$ cat config.mk
export PLATFORM = sky130hd
export DESIGN_NAME = keypad_entry_ctrl_flat
export DESIGN_NICKNAME = d
export VERILOG_FILES = /design/src/rtl/keypad_entry_ctrl_pkg.sv /design/src/rtl/keypad_entry_ctrl_if.sv /design/src/rtl/keypad_entry_ctrl_key_event_detect.sv /design/src/rtl/keypad_entry_ctrl.sv /design/src/flat_wrapper.sv
export SDC_FILE = /design/constraint.sdc
export NUM_CORES = 1
export LEC_CHECK = 0
export CORE_MARGIN = 10
export CORE_UTILIZATION = 62
export DETAILED_ROUTE_END_ITERATION = 7
export GPL_TIMING_DRIVEN = 0
export PLACE_DENSITY = 0.85
export SYNTH_ARGS = -nofsm -noshare
export SYNTH_HDL_FRONTEND = slang
export SYNTH_SLANG_ARGS = --single-unit
$ cat constraint.sdc
create_clock -name clk -period 4.3 [get_ports clk]
set_clock_uncertainty 0.2 [all_clocks]
set_input_delay 0.43 -clock clk [delete_from_list [all_inputs] [get_ports clk]]
set_output_delay 0.43 -clock clk [all_outputs]
set_load 0.01 [all_outputs]
$ cat src/rtl/keypad_entry_ctrl_pkg.sv
// Shared keypad constants, controller state encoding and width helper.
// Pure declarations; imported by every keypad block.
package keypad_pkg;

    localparam logic [3:0] KEY_BKSP  = 4'hE;
    localparam logic [3:0] KEY_ENTER = 4'hF;

    typedef enum logic {ENTRY, COMMIT} state_t;

    function automatic int cnt_w(input int digits);
        return $clog2(digits + 1);
    endfunction

endpackage

$ cat src/rtl/keypad_entry_ctrl_if.sv
// Display echo plus committed-value valid/ready channel toward the LCD/SPI front end.
// master = entry controller, slave = consumer (drives out_ready).
interface keypad_entry_ctrl_if #(parameter int DIGITS = 4) ();
    import keypad_pkg::*;

    localparam int CW = cnt_w(DIGITS);

    logic [4*DIGITS-1:0] disp_data;
    logic [CW-1:0]       disp_count;
    logic                disp_upd;
    logic [4*DIGITS-1:0] out_data;
    logic [CW-1:0]       out_count;
    logic                out_valid;
    logic                out_ready;
    logic                err;

    modport master (
        output disp_data, disp_count, disp_upd,
        output out_data, out_count, out_valid, err,
        input  out_ready
    );

    modport slave (
        input  disp_data, disp_count, disp_upd,
        input  out_data, out_count, out_valid, err,
        output out_ready
    );

endinterface

$ cat src/rtl/keypad_entry_ctrl_key_event_detect.sv
// Press-edge detector with code capture and long-press backspace hold timer.
// press/code are combinational in the edge cycle; hold_fire pulses once per hold.
module key_event_detect
    import keypad_pkg::*;
#(
    parameter int CLR_HOLD_CYCLES = 100_000_000
) (
    input  logic       clk,
    input  logic       sys_rst_n,
    input  logic [3:0] key_code,
    input  logic       key_pressed,
    output logic       press,
    output logic [3:0] code,
    output logic       hold_fire
);

    localparam int HW = $clog2(CLR_HOLD_CYCLES + 1);

    logic          prev_q;
    logic [3:0]    code_q;
    logic [HW-1:0] hold_q;
    logic          is_bksp;

    assign press     = key_pressed & ~prev_q;
    assign code      = press ? key_code : code_q;
    assign is_bksp   = (code == KEY_BKSP);
    assign hold_fire = key_pressed && is_bksp && (hold_q == HW'(CLR_HOLD_CYCLES - 1));

    // Saturating one past the fire point so a long hold clears only once.
    always_ff @(posedge clk or negedge sys_rst_n) begin
        if (!sys_rst_n) begin
            prev_q <= 1'b0;
            code_q <= '0;
            hold_q <= '0;
        end else begin
            prev_q <= key_pressed;
            if (press)
                code_q <= key_code;
            if (!key_pressed)
                hold_q <= '0;
            else if (is_bksp && hold_q != HW'(CLR_HOLD_CYCLES))
                hold_q <= hold_q + 1'b1;
        end
    end

endmodule

$ cat src/rtl/keypad_entry_ctrl.sv
// Hex entry sequencer: digits, backspace, long-press clear, idle timeout, commit.
// Press edge to disp_data = 1 cycle, disp_upd 1 cycle later; out_valid holds until out_ready.
module keypad_entry_ctrl
    import keypad_pkg::*;
#(
    parameter int DIGITS          = 4,
    parameter int TIMEOUT_CYCLES  = 500_000_000,
    parameter int CLR_HOLD_CYCLES = 100_000_000
) (
    input  logic                 clk,
    input  logic                 sys_rst_n,
    input  logic [3:0]           key_code,
    input  logic                 key_pressed,
    keypad_entry_ctrl_if.master  ent
);

    localparam int DW = 4 * DIGITS;
    localparam int CW = cnt_w(DIGITS);
    localparam int TW = $clog2(TIMEOUT_CYCLES + 1);

    logic          press, hold_fire;
    logic [3:0]    code;

    state_t        state_q, state_d;
    logic [DW-1:0] buf_q, buf_d, odata_q, odata_d;
    logic [CW-1:0] cnt_q, cnt_d, ocnt_q, ocnt_d;
    logic [TW-1:0] tmr_q, tmr_d;
    logic          oval_q, oval_d;
    logic          err_q, err_d;
    logic          chg, chg_q, upd_q;

    key_event_detect #(.CLR_HOLD_CYCLES(CLR_HOLD_CYCLES)) u_evt (
        .clk         (clk),
        .sys_rst_n   (sys_rst_n),
        .key_code    (key_code),
        .key_pressed (key_pressed),
        .press       (press),
        .code        (code),
        .hold_fire   (hold_fire)
    );

    always_comb begin
        state_d = state_q;
        buf_d   = buf_q;
        cnt_d   = cnt_q;
        tmr_d   = tmr_q;
        odata_d = odata_q;
        ocnt_d  = ocnt_q;
        oval_d  = oval_q;
        err_d   = 1'b0;
        chg     = 1'b0;
        case (state_q)
            ENTRY: begin
                if (press) begin
                    tmr_d = '0;
                    if (code == KEY_BKSP) begin
                        if (cnt_q != '0) begin
                            buf_d = buf_q >> 4;
                            cnt_d = cnt_q - 1'b1;
                            chg   = 1'b1;
                        end
                    end else if (code == KEY_ENTER) begin
                        if (cnt_q != '0) begin
                            odata_d = buf_q;
                            ocnt_d  = cnt_q;
                            oval_d  = 1'b1;
                            state_d = COMMIT;
                        end else begin
                            err_d = 1'b1;
                        end
                    end else if (cnt_q < CW'(DIGITS)) begin
                        buf_d = {buf_q[DW-5:0], code};
                        cnt_d = cnt_q + 1'b1;
                        chg   = 1'b1;
                    end else begin
                        err_d = 1'b1;
                    end
                end else if (cnt_q != '0 && (hold_fire || tmr_q == TW'(TIMEOUT_CYCLES - 1))) begin
                    buf_d = '0;
                    cnt_d = '0;
                    tmr_d = '0;
                    chg   = 1'b1;
                end else if (cnt_q != '0) begin
                    tmr_d = tmr_q + 1'b1;
                end else begin
                    tmr_d = '0;
                end
            end
            COMMIT: begin
                // Timer frozen; any key here is a rejected key, even in the accept cycle.
                if (press)
                    err_d = 1'b1;
                if (oval_q && ent.out_ready) begin
                    oval_d  = 1'b0;
                    buf_d   = '0;
                    cnt_d   = '0;
                    tmr_d   = '0;
                    state_d = ENTRY;
                    chg     = (cnt_q != '0);
                end
            end
            default: state_d = ENTRY;
        endcase
    end

    always_ff @(posedge clk or negedge sys_rst_n) begin
        if (!sys_rst_n) begin
            state_q <= ENTRY;
            buf_q   <= '0;
            cnt_q   <= '0;
            tmr_q   <= '0;
            odata_q <= '0;
            ocnt_q  <= '0;
            oval_q  <= 1'b0;
            err_q   <= 1'b0;
            chg_q   <= 1'b0;
            upd_q   <= 1'b0;
        end else begin
            state_q <= state_d;
            buf_q   <= buf_d;
            cnt_q   <= cnt_d;
            tmr_q   <= tmr_d;
            odata_q <= odata_d;
            ocnt_q  <= ocnt_d;
            oval_q  <= oval_d;
            err_q   <= err_d;
            chg_q   <= chg;
            upd_q   <= chg_q;
        end
    end

    assign ent.disp_data  = buf_q;
    assign ent.disp_count = cnt_q;
    assign ent.disp_upd   = upd_q;
    assign ent.out_data   = odata_q;
    assign ent.out_count  = ocnt_q;
    assign ent.out_valid  = oval_q;
    assign ent.err        = err_q;

endmodule
$ cat src/flat_wrapper.sv
// flat-port wrapper written by rule: the top's interface ports become plain ports
module keypad_entry_ctrl_flat import keypad_pkg::*;
#(
    parameter int DIGITS          = 4,
    parameter int TIMEOUT_CYCLES  = 500_000_000,
    parameter int CLR_HOLD_CYCLES = 100_000_000
)
  (clk, sys_rst_n, key_code, key_pressed, ent_disp_data, ent_disp_count, ent_disp_upd, ent_out_data, ent_out_count, ent_out_valid, ent_err, ent_out_ready);
  keypad_entry_ctrl_if #(.DIGITS(DIGITS)) ent_i ();
  input  logic clk;
  input  logic sys_rst_n;
  input  logic [3:0] key_code;
  input  logic key_pressed;
  output wire logic [$bits(ent_i.disp_data)-1:0] ent_disp_data;
  output wire logic [$bits(ent_i.disp_count)-1:0] ent_disp_count;
  output wire logic [$bits(ent_i.disp_upd)-1:0] ent_disp_upd;
  output wire logic [$bits(ent_i.out_data)-1:0] ent_out_data;
  output wire logic [$bits(ent_i.out_count)-1:0] ent_out_count;
  output wire logic [$bits(ent_i.out_valid)-1:0] ent_out_valid;
  output wire logic [$bits(ent_i.err)-1:0] ent_err;
  input wire logic [$bits(ent_i.out_ready)-1:0] ent_out_ready;
  assign ent_disp_data = ent_i.disp_data;
  assign ent_disp_count = ent_i.disp_count;
  assign ent_disp_upd = ent_i.disp_upd;
  assign ent_out_data = ent_i.out_data;
  assign ent_out_count = ent_i.out_count;
  assign ent_out_valid = ent_i.out_valid;
  assign ent_err = ent_i.err;
  assign ent_i.out_ready = ent_out_ready;
  keypad_entry_ctrl #(.DIGITS(DIGITS), .TIMEOUT_CYCLES(TIMEOUT_CYCLES), .CLR_HOLD_CYCLES(CLR_HOLD_CYCLES)) u_core (.clk(clk), .sys_rst_n(sys_rst_n), .key_code(key_code), .key_pressed(key_pressed), .ent(ent_i));
endmodule
==> flow_summary.json, run 1 <==
{
  "track_usage_pct": 20.7,
  "endpoint": "u_core.ent.disp_count[2]$_DFFE_PN0P_",
  "drive_above_1_share_pct": 10.9,
  "overflow": 0,
  "hp-class": "flop to flop",
  "worstPathArrival_ps": 3210,
  "route.vias.total": 4434,
  "power_switching_share_pct": 25.9,
  "synth_seq_cells": 104,
  "hold_buffers": 1,
  "antenna_cells": 0,
  "viasPerCell": 6.33,
  "yosysUniqueCellTypes": 63,
  "syn_nets": 542,
  "cts_tree": "done",
  "power_frac_seq_pct": 59.0,
  "cp-start-kind": "input pin",
  "syn_avg_cell_area_um2": 10.1,
  "ff2ff_path_depth": 9,
  "worst_setup_path_end_kind": "flop",
  "setup_violations": 0,
  "leakage_uw": 0.00271,
  "place.gp.congestion": 0.903,
  "clock_latency_ps": 380,
  "crit_start": "key_pressed",
  "dpl.hpwl_mm": 9.36,
  "relSlewSlack_pct": 40.7,
  "critPathKind": "input pin to flop",
  "grt_pass1_wl_mm": 22.0,
  "period_share_pct": 72.4,
  "drtIter0Drc": 346,
  "clk_pin_slew_worst_paths_ps": 100,
  "grt_max_degree": 68,
  "die_area_mm2": 0.0128,
  "grt_antenna_before_repair": 0,
  "die_h_um": 113,
  "r2r-start": "u_core.u_evt.prev_q$_DFF_PN0_",
  "synth_area_mm2": 0.00537,
  "std_cell_rows": 33,
  "boundaryPins": 49,
  "drc": 0,
  "synth.largest_area_cell": "dfrtp_1",
  "p_comb_share_pct": 6.0,
  "power.switching_uw": 438,
  "rsz0062_at_grt": "false",
  "final_area_mm2": 0.00620,
  "max_slew.worst_pin.slew_ps": 881,
  "area_delta_synth_final_pct": 15.5,
  "path_cells": "clkdlybuf4s50_1, nand2b_4, mux2_4, nor2_1, inv_2, buf_2, fa_1, xnor2_1, nand2b_1, o221ai_1",
  "critPathTopFamily": "buffers and inverters",
  "seq_area_frac_synth_pct": 48.5,
  "min_period_ps": 3110,
  "synth-edff-count": 0,
  "cts_resized": 0,
  "clockBufferDepth": 2,
  "p_int_uw": 1250,
  "cp_max_fo": 10,
  "rr_endpoint": "u_core.ent.disp_count[2]$_DFFE_PN0P_",
  "port_buffers": 48,
  "first_pass_iters": 5,
  "synth.most_common_cell": "dfrtp_1",
  "die_w_um": 113,
  "yosysWarnings": 0,
  "root_buffer": "clkbuf_8",
  "max_freq_mhz": 321,
  "first_global_vias": 4487,
  "max_cap_violations": 0,
  "core_mm2": 0.00834,
  "cts_made_buffers": 9,
  "critPathBufInv": 3,
  "synth_cells": 530,
  "cp.required_ps": 4400,
  "slowest_delay_ps": 590,
  "clock-sinks": 104,
  "synthDominantCellAreaShare_pct": 48.5,
  "synth_ff_type": "dfrtp_1",
  "rrSetupSlack_ps": 1350,
  "ctsHtreeMaxLevel": 3,
  "finalHoldViolations": 0,
  "initial_core_util_pct": 64.4,
  "power.density_mw_per_mm2": 273,
  "maxSlewViolCount": 0,
  "fillers": 586,
  "synth_common_cells": "104 x dfrtp_1, 68 x nand2_1, 29 x nand3_1",
  "ant_nets": 0,
  "vdd_drop_max_mv": 0.216,
  "fin_util_pct": 74.3,
  "slowest_stage": "clkdlybuf4s50_1",
  "async_flop_share_pct": 100,
  "clkPwrFrac_pct": 35.0,
  "wl_per_cell_um": 18.5,
  "status": "completed",
  "wirelength_mm": 13.0,
  "place_area_mm2": 0.00601,
  "synthTopCellsByArea": "dfrtp_1 48%, nand2_1 4.8%, mux2_2 4.0%",
  "crit_cells": 10,
  "post_cts_buffers": 0,
  "finalNetCount": 603
}
## area by class of cell
| class | count | area [um^2] | share of cell area [%] |
|---|---|---|---|
| Tap cell | 105 | 131 | 2.12 |
| Inverter | 13 | 48.8 | 0.787 |
| Sequential cell | 104 | 2600 | 42.0 |
| Timing Repair Buffer | 50 | 515 | 8.31 |
| Buffer | 24 | 120 | 1.94 |
| Clock inverter | 6 | 57.6 | 0.928 |
| Clock buffer | 10 | 128 | 2.06 |
| Multi-Input combinational cell | 389 | 2600 | 41.9 |
## state kept, by name, indices dropped and copies added (netlist names), 3 cells and up
name / count
u_core.tmr_q: 29
u_core.ent.out_data: 16
u_core.ent.disp_count: 3
u_core.ent.out_count: 3
u_core.u_evt.hold_q: 27
u_core.ent.disp_data: 16
u_core.u_evt.code_q: 4
## logic make-up after synthesis
family	synth area share, %
XOR/XNOR	2.61
AND/OR/NAND/NOR	22.5
adder cells (fa/ha/maj)	1.07
buffers and inverters	3.15
flip-flops	48.5
multiplexers	8.74
AO/OA/AOI/OAI	13.5
## how the worst min path moves through the flow
stage                     slack (ps)  depth (start not counted)                   start                             to
after global placement           160                          0  u_core.chg_q$_DFF_PN0_  u_core.ent.disp_upd$_DFF_PN0_
after floorplan                  -70                          0               sys_rst_n         u_core.chg_q$_DFF_PN0_
after CTS                        180                          0  u_core.chg_q$_DFF_PN0_  u_core.ent.disp_upd$_DFF_PN0_
after detailed placement         160                          0  u_core.chg_q$_DFF_PN0_  u_core.ent.disp_upd$_DFF_PN0_
after global routing             190                          0  u_core.chg_q$_DFF_PN0_  u_core.ent.disp_upd$_DFF_PN0_
final                            190                          0  u_core.chg_q$_DFF_PN0_  u_core.ent.disp_upd$_DFF_PN0_
## cell usage in the layout (no fill, tap or decap), drive strengths merged, types with 4 or more instances in the layout
| cell | instances |
|---|---|
| mux2 | 22 |
| a41oi | 4 |
| a21o | 4 |
| and4 | 5 |
| a31oi | 22 |
| dfrtp | 104 |
| or4 | 4 |
| xor2 | 6 |
| or3 | 11 |
| o21ai | 13 |
| nand2 | 68 |
| a21oi | 22 |
| nand3 | 29 |
| clkbuf | 22 |
| buf | 14 |
| and3 | 8 |
| nor4 | 9 |
| nand2b | 12 |
| inv | 18 |
| clkdlybuf4s50 | 47 |
| a22o | 6 |
| nor2 | 18 |
| nand4 | 14 |
| o2bb2ai | 13 |
| nor3 | 16 |
| xnor2 | 10 |
| mux2i | 21 |
| and2 | 15 |
| nor2b | 5 |
## power groups by stage
stage	clock network, uW	registers [uW]	logic, uW
2_1_floorplan	0	1020	48.2
3_3_place_gp	0	1020	96.2
3_5_place_dp	0	1020	102
4_1_cts	602	997	103
5_1_grt	640	999	111
6_report	593	997	101
## worst register-to-register path: stages, from the launching register on
cell	delay (ps)
dfrtp_1	410
nand2b_4	150
mux2_4	350
nor2_1	390
inv_2	170
buf_2	260
fa_1	450
xnor2_1	240
nand2b_1	100
o221ai_1	160
## layer usage
layer	global-route usage, %	share of wire [%]	vias to the layer above
met2	32.0	46	170
li1	-	-	2069
met1	26.6	44	2175
met3	7.29	8.3	20
met4	6.26	1.4	0
met5	0	0	-
## per-stage QoR
stage,setup TNS [ps],hold slack [ps],setup slack (ps),instances,total power [uW]
after global routing,0,190,1090,701,1750
after floorplan,0,-65.6,1790,530,1060
after global placement,-127950,162,-1240,683,1110
after CTS,0,181,1190,701,1700
final,0,189,1190,701,1690
after detailed placement,0,162,801,684,1120
Power figures use the tool's default switching activity.
==> run 2: changes to the inputs <==
--- a/config.mk
+++ b/config.mk
@@ -6,10 +6,10 @@
 export NUM_CORES = 1
 export LEC_CHECK = 0
 export CORE_MARGIN = 10
-export CORE_UTILIZATION = 62
+export CORE_UTILIZATION = 52
 export DETAILED_ROUTE_END_ITERATION = 7
 export GPL_TIMING_DRIVEN = 0
-export PLACE_DENSITY = 0.85
+export PLACE_DENSITY = 0.76
 export SYNTH_ARGS = -nofsm -noshare
 export SYNTH_HDL_FRONTEND = slang
 export SYNTH_SLANG_ARGS = --single-unit
==> constraint.sdc (replaced) <==
create_clock -name clk -period 2.8 [get_ports clk]
set_clock_uncertainty 0.2 [all_clocks]
set_input_delay 0.28 -clock clk [delete_from_list [all_inputs] [get_ports clk]]
set_output_delay 0.28 -clock clk [all_outputs]
set_load 0.01 [all_outputs]
==> run 2 against run 1 <==
Core utilization fell by 12 points. Final cell count rose by 4.6%. First-iteration DRC count fell by 7.2%. Die area rose by 16%. Register-to-register slack got worse by 1200 ps. Count of clock-buffer cells in the layout did not move. Critical path type is now flop to flop.
==> flow_summary.json, run 2 (synthesis gave the netlist of run 1 again) <==
{
  "track_usage_pct": 18.7,
  "root_buffer": "clkbuf_8",
  "hp-class": "input pin to async pin",
  "clock_latency_ps": 380,
  "clkPwrFrac_pct": 36.7,
  "min_period_ps": 2660,
  "drtIter0Drc": 321,
  "finalNetCount": 604,
  "first_global_vias": 4665,
  "power_switching_share_pct": 24.9,
  "cp_max_fo": 10,
  "critPathKind": "flop to flop",
  "finalHoldViolations": 0,
  "power_frac_seq_pct": 57.3,
  "largest_registers": "u_core.tmr_q: 29 flops, u_core.u_evt.hold_q: 27 flops",
  "cp-start-kind": "flop",
  "die_area_mm2": 0.0148,
  "final_common_cell": "dfrtp_1",
  "drive_above_1_share_pct": 12.6,
  "worst_setup_path_end_kind": "flop",
  "die_h_um": 122,
  "max_slew.worst_pin.slew_ps": 894,
  "core_mm2": 0.0102,
  "maxSlewViolCount": 0,
  "cts_tree": "done",
  "rsz0062_at_grt": "false",
  "dpl.hpwl_mm": 9.40,
  "setup_violations": 0,
  "vdd_drop_max_mv": 0.422,
  "power.switching_uw": 667,
  "r2r-start": "u_core.tmr_q[9]$_DFFE_PN0P_",
  "wirelength_mm": 13.2,
  "die_w_um": 122,
  "clockBufferDepth": 2,
  "ctsHtreeMaxLevel": 3,
  "layout_common_cells": "104 x dfrtp_1, 68 x nand2_1, 47 x clkdlybuf4s50_1",
  "crit_start": "u_core.tmr_q[9]$_DFFE_PN0P_",
  "worstPathArrival_ps": 2730,
  "clock-sinks": 104,
  "finalPower_uw": 2670,
  "std_cell_rows": 37,
  "rrSetupSlack_ps": 140,
  "area_delta_synth_final_pct": 18.0,
  "overflow": 0,
  "grt_max_degree": 69,
  "place_area_mm2": 0.00604,
  "place.gp.congestion": 0.873,
  "first_pass_iters": 5,
  "fillers": 852,
  "largest_register_ff_count": 29,
  "p_int_uw": 2010,
  "grt_pass1_wl_mm": 22.6,
  "ant_nets": 0,
  "route.vias.total": 4432,
  "wl_per_cell_um": 18.0,
  "top_register": "u_core.tmr_q",
  "max_freq_mhz": 376,
  "cp.required_ps": 2870,
  "placed_cells": 715,
  "fin_setup_tns_ps": 0,
  "clk_pin_slew_worst_paths_ps": 100,
  "period_share_pct": 95.0,
  "initial_core_util_pct": 52.7,
  "power.density_mw_per_mm2": 422,
  "final_area_mm2": 0.00633,
  "relSlewSlack_pct": 39.9,
  "instances_no_fill": 733,
  "hold_ws_ps": 194,
  "max_cap_violations": 0,
  "cts_made_buffers": 9,
  "boundaryPins": 49,
  "drc": 0,
  "viasPerCell": 6.05,
  "antenna_cells": 0,
  "status": "completed",
  "port_buffers": 48,
  "leakage_uw": 0.00276,
  "grt_antenna_before_repair": 0,
  "p_comb_share_pct": 6.0
}
-- run 2: worst paths after layout --
path,endpoint,depth (start not counted)
min in group clk,u_core.ent.disp_upd$_DFF_PN0_,0
worst min-delay path,u_core.u_evt.code_q[2]$_DFF_PN0_,2
worst max register to register,u_core.ent.disp_count[1]$_DFFE_PN0P_,9
worst min register to register,u_core.ent.disp_upd$_DFF_PN0_,0
worst max-delay path,u_core.ent.disp_count[1]$_DFFE_PN0P_,9
max in group asynchronous,u_core.tmr_q[10]$_DFFE_PN0P_,3
-- run 2: area by class of cell --
| cell class | instances | area (um^2) | area share, % |
|---|---|---|---|
| well taps | 136 | 170 | 2.69 |
| multi-input cells | 389 | 2660 | 42.0 |
| clock inverters | 6 | 75.1 | 1.19 |
| clock buffers | 10 | 128 | 2.02 |
| repair buffers | 51 | 523 | 8.26 |
| flip-flops and latches | 104 | 2600 | 41.1 |
| inverters | 13 | 48.8 | 0.770 |
| plain buffers | 24 | 124 | 1.96 |
-- run 2: repair_timing --
item                                    in CTS  in global routing
endpoints found under the setup margin      12                 39
setup buffers                                0                  1
gates resized for setup                      3                 14
pin swaps                                    0                  3
hold buffers                                 1                  0
hold endpoints to repair                    36                  0
-- run 2: worst max-delay path, cell delays in order (launching register included) --
cell and delay (ps):
dfrtp_1 380, clkbuf_1 200, nor4b_2 290, nand4_1 270, nor4_4 370, a2111oi_1 130
a211o_1 310, buf_6 140, buf_6 140, o2bb2ai_1 120
-- run 2: power groups by stage --
| stage | combinational [uW] | sequential, uW | clock, uW |
|---|---|---|---|
| floorplan | 74.0 | 1560 | 0 |
| global placement | 149 | 1560 | 0 |
| finish | 161 | 1530 | 982 |
| global route | 180 | 1530 | 1060 |
| detailed placement | 157 | 1560 | 0 |
| CTS | 160 | 1530 | 1010 |
-- run 2: per-stage QoR --
step	worst slack [ps]	utilization [%]
floorplan	290	-
global placement	-2690	59.1
detailed placement	-532	59.3
CTS	0.0207	61.6
global route	23.9	62.2
finish	140	62.2
-- run 2: per-layer routing --
layer,up-vias,part of all wire (%),GRT usage (%)
li1,2077,-,-
met1,2171,44,23.5
met2,163,47,29.5
met3,21,7.9,7.08
met4,0,1.6,5.89
met5,-,0,0
==> run 3: changes to the inputs <==
--- a/config.mk
+++ b/config.mk
@@ -8,8 +8,10 @@
 export CORE_MARGIN = 10
 export CORE_UTILIZATION = 52
 export DETAILED_ROUTE_END_ITERATION = 7
+export GPL_ROUTABILITY_DRIVEN = 0
 export GPL_TIMING_DRIVEN = 0
 export PLACE_DENSITY = 0.76
+export SKIP_LAST_GASP = 1
 export SYNTH_ARGS = -nofsm -noshare
 export SYNTH_HDL_FRONTEND = slang
 export SYNTH_SLANG_ARGS = --single-unit
==> run 3 against run 2 <==
Combinational power about the same. Setup slack worse by 80 ps. Worst hold slack worse by 4.1 ps. Cell area shrank 0.85%. Die area is the same. Clock power decreased by 15%. Sequential share of layout area rose by 0.35 points. Final cell count is 0.14% lower. Count of clock-buffer cells in the layout stayed put. Flip-flop and latch count stayed put. Largest power group unchanged.
==> flow_summary.json, run 3 (synthesis gave the netlist of run 1 again) <==
{
  "status": "completed",
  "drtIter0Drc": 297,
  "finalNetCount": 604,
  "clk_pin_slew_worst_paths_ps": 90,
  "setup_violations": 0,
  "route.vias.total": 4381,
  "top_register": "u_core.tmr_q",
  "hp-class": "flop to flop",
  "leakage_uw": 0.00274,
  "finalHoldViolations": 0,
  "cts_tree": "done",
  "cp-start-kind": "flop",
  "max_cap_violations": 0,
  "finalPower_uw": 2520,
  "vdd_drop_max_mv": 0.363,
  "antenna_cells": 0,
  "min_period_ps": 2740,
  "clockBufferDepth": 2,
  "std_cell_rows": 37,
  "final_common_cell": "dfrtp_1",
  "cp_max_fo": 10,
  "wirelength_mm": 13.2,
  "drive_above_1_share_pct": 12.1,
  "clock_latency_ps": 380,
  "core_mm2": 0.0102,
  "track_usage_pct": 18.5,
  "grt_max_degree": 65,
  "final_area_mm2": 0.00628,
  "ant_nets": 0,
  "boundaryPins": 49,
  "viasPerCell": 5.98,
  "power.switching_uw": 623,
  "first_global_vias": 4455,
  "rsz0062_at_grt": "true",
  "max_slew.worst_pin.slew_ps": 870,
  "first_pass_iters": 6,
  "area_delta_synth_final_pct": 17.0,
  "layout_common_cells": "104 x dfrtp_1, 68 x nand2_1, 47 x clkdlybuf4s50_1",
  "grt_antenna_before_repair": 0,
  "power.density_mw_per_mm2": 402,
  "die_h_um": 122,
  "period_share_pct": 97.8,
  "root_buffer": "clkbuf_8",
  "worst_setup_path_end_kind": "flop",
  "instances_no_fill": 732,
  "ctsHtreeMaxLevel": 3,
  "largest_register_ff_count": 29,
  "clock-sinks": 104,
  "max_freq_mhz": 365,
  "p_comb_share_pct": 6.3,
  "place_area_mm2": 0.00604,
  "maxSlewViolCount": 0,
  "holdPathStages": 0,
  "initial_core_util_pct": 52.7,
  "clkPwrFrac_pct": 33.0,
  "power_switching_share_pct": 24.7,
  "critPathKind": "flop to flop",
  "power_frac_seq_pct": 60.7,
  "grt_pass1_wl_mm": 22.2,
  "worstPathArrival_ps": 2790,
  "relSlewSlack_pct": 41.4,
  "cts_made_buffers": 9,
  "port_buffers": 48,
  "placed_cells": 715,
  "p_int_uw": 1900,
  "cp.required_ps": 2850,
  "ff2ff_path_depth": 8,
  "die_w_um": 122,
  "dpl.hpwl_mm": 9.47,
  "largest_registers": "u_core.tmr_q: 29 flops, u_core.u_evt.hold_q: 27 flops",
  "die_area_mm2": 0.0148,
  "overflow": 0,
  "drc": 0,
  "wl_per_cell_um": 18.0
}
[run 3: through the flow]
stage	setup TNS [ps]	setup slack [ps]	hold slack, ps	utilization (%)
floorplan	0	290	-216	-
global placement	-295780	-2730	166	59.1
detailed placement	-16140	-558	104	59.3
CTS	-1.65	-1.65	189	61.1
global route	-81.0	-27.4	204	61.7
finish	0	60.9	190	61.7
[run 3: power by group through the flow]
| stage | combinational [uW] | sequential (uW) | clock [uW] |
|---|---|---|---|
| after floorplan | 74.0 | 1560 | 0 |
| after global placement | 149 | 1560 | 0 |
| after detailed placement | 157 | 1560 | 0 |
| after CTS | 159 | 1530 | 854 |
| after global routing | 178 | 1530 | 905 |
| final | 160 | 1530 | 832 |
[run 3: worst paths after layout]
path | slack (ps) | startpoint | end
worst max-delay path | 60 | u_core.tmr_q[0]$_DFFE_PN0P_ | u_core.tmr_q[25]$_DFFE_PN0P_
worst min-delay path | 190 | u_core.chg_q$_DFF_PN0_ | u_core.ent.disp_upd$_DFF_PN0_
worst max register to register | 60 | u_core.tmr_q[0]$_DFFE_PN0P_ | u_core.tmr_q[25]$_DFFE_PN0P_
worst min register to register | 190 | u_core.chg_q$_DFF_PN0_ | u_core.ent.disp_upd$_DFF_PN0_
max in group asynchronous | 1480 | sys_rst_n | u_core.tmr_q[5]$_DFFE_PN0P_
min in group asynchronous | 220 | sys_rst_n | u_core.u_evt.hold_q[24]$_DFFE_PN0P_
[run 3: area by class of cell]
cell class | count | area (um^2)
buffer | 24 | 124
clock buffer | 10 | 128
clock inverter | 5 | 32.5
fill | 870 | 3910
inverter | 13 | 48.8
multi-input combinational | 389 | 2650
sequential | 104 | 2600
tap | 136 | 170
timing repair buffer | 51 | 523
[run 3: what timing repair did]
item / in CTS / in global routing
setup buffers: 0 / 1
hold buffers: 1 / 0
hold endpoints to repair: 40 / 0
pin swaps: 0 / 3
endpoints found under the setup margin: 15 / 28
gates resized for setup: 4 / 8
[run 3: per-layer routing]
layer	track usage [%]	vias up	routed length [um]
met5	0	-	0
met4	7.68	0	223
met3	5.23	19	927
met2	29.8	131	6250
met1	23.1	2171	5820
li1	-	2060	-
[run 3: critical path: stages (launching register included)]
cell,delay [ps]
dfrtp_1,420
ha_1,260
and4_4,260
nand4_2,220
o41ai_4,500
a21oi_4,120
buf_2,250
o211ai_1,240
o41ai_1,130
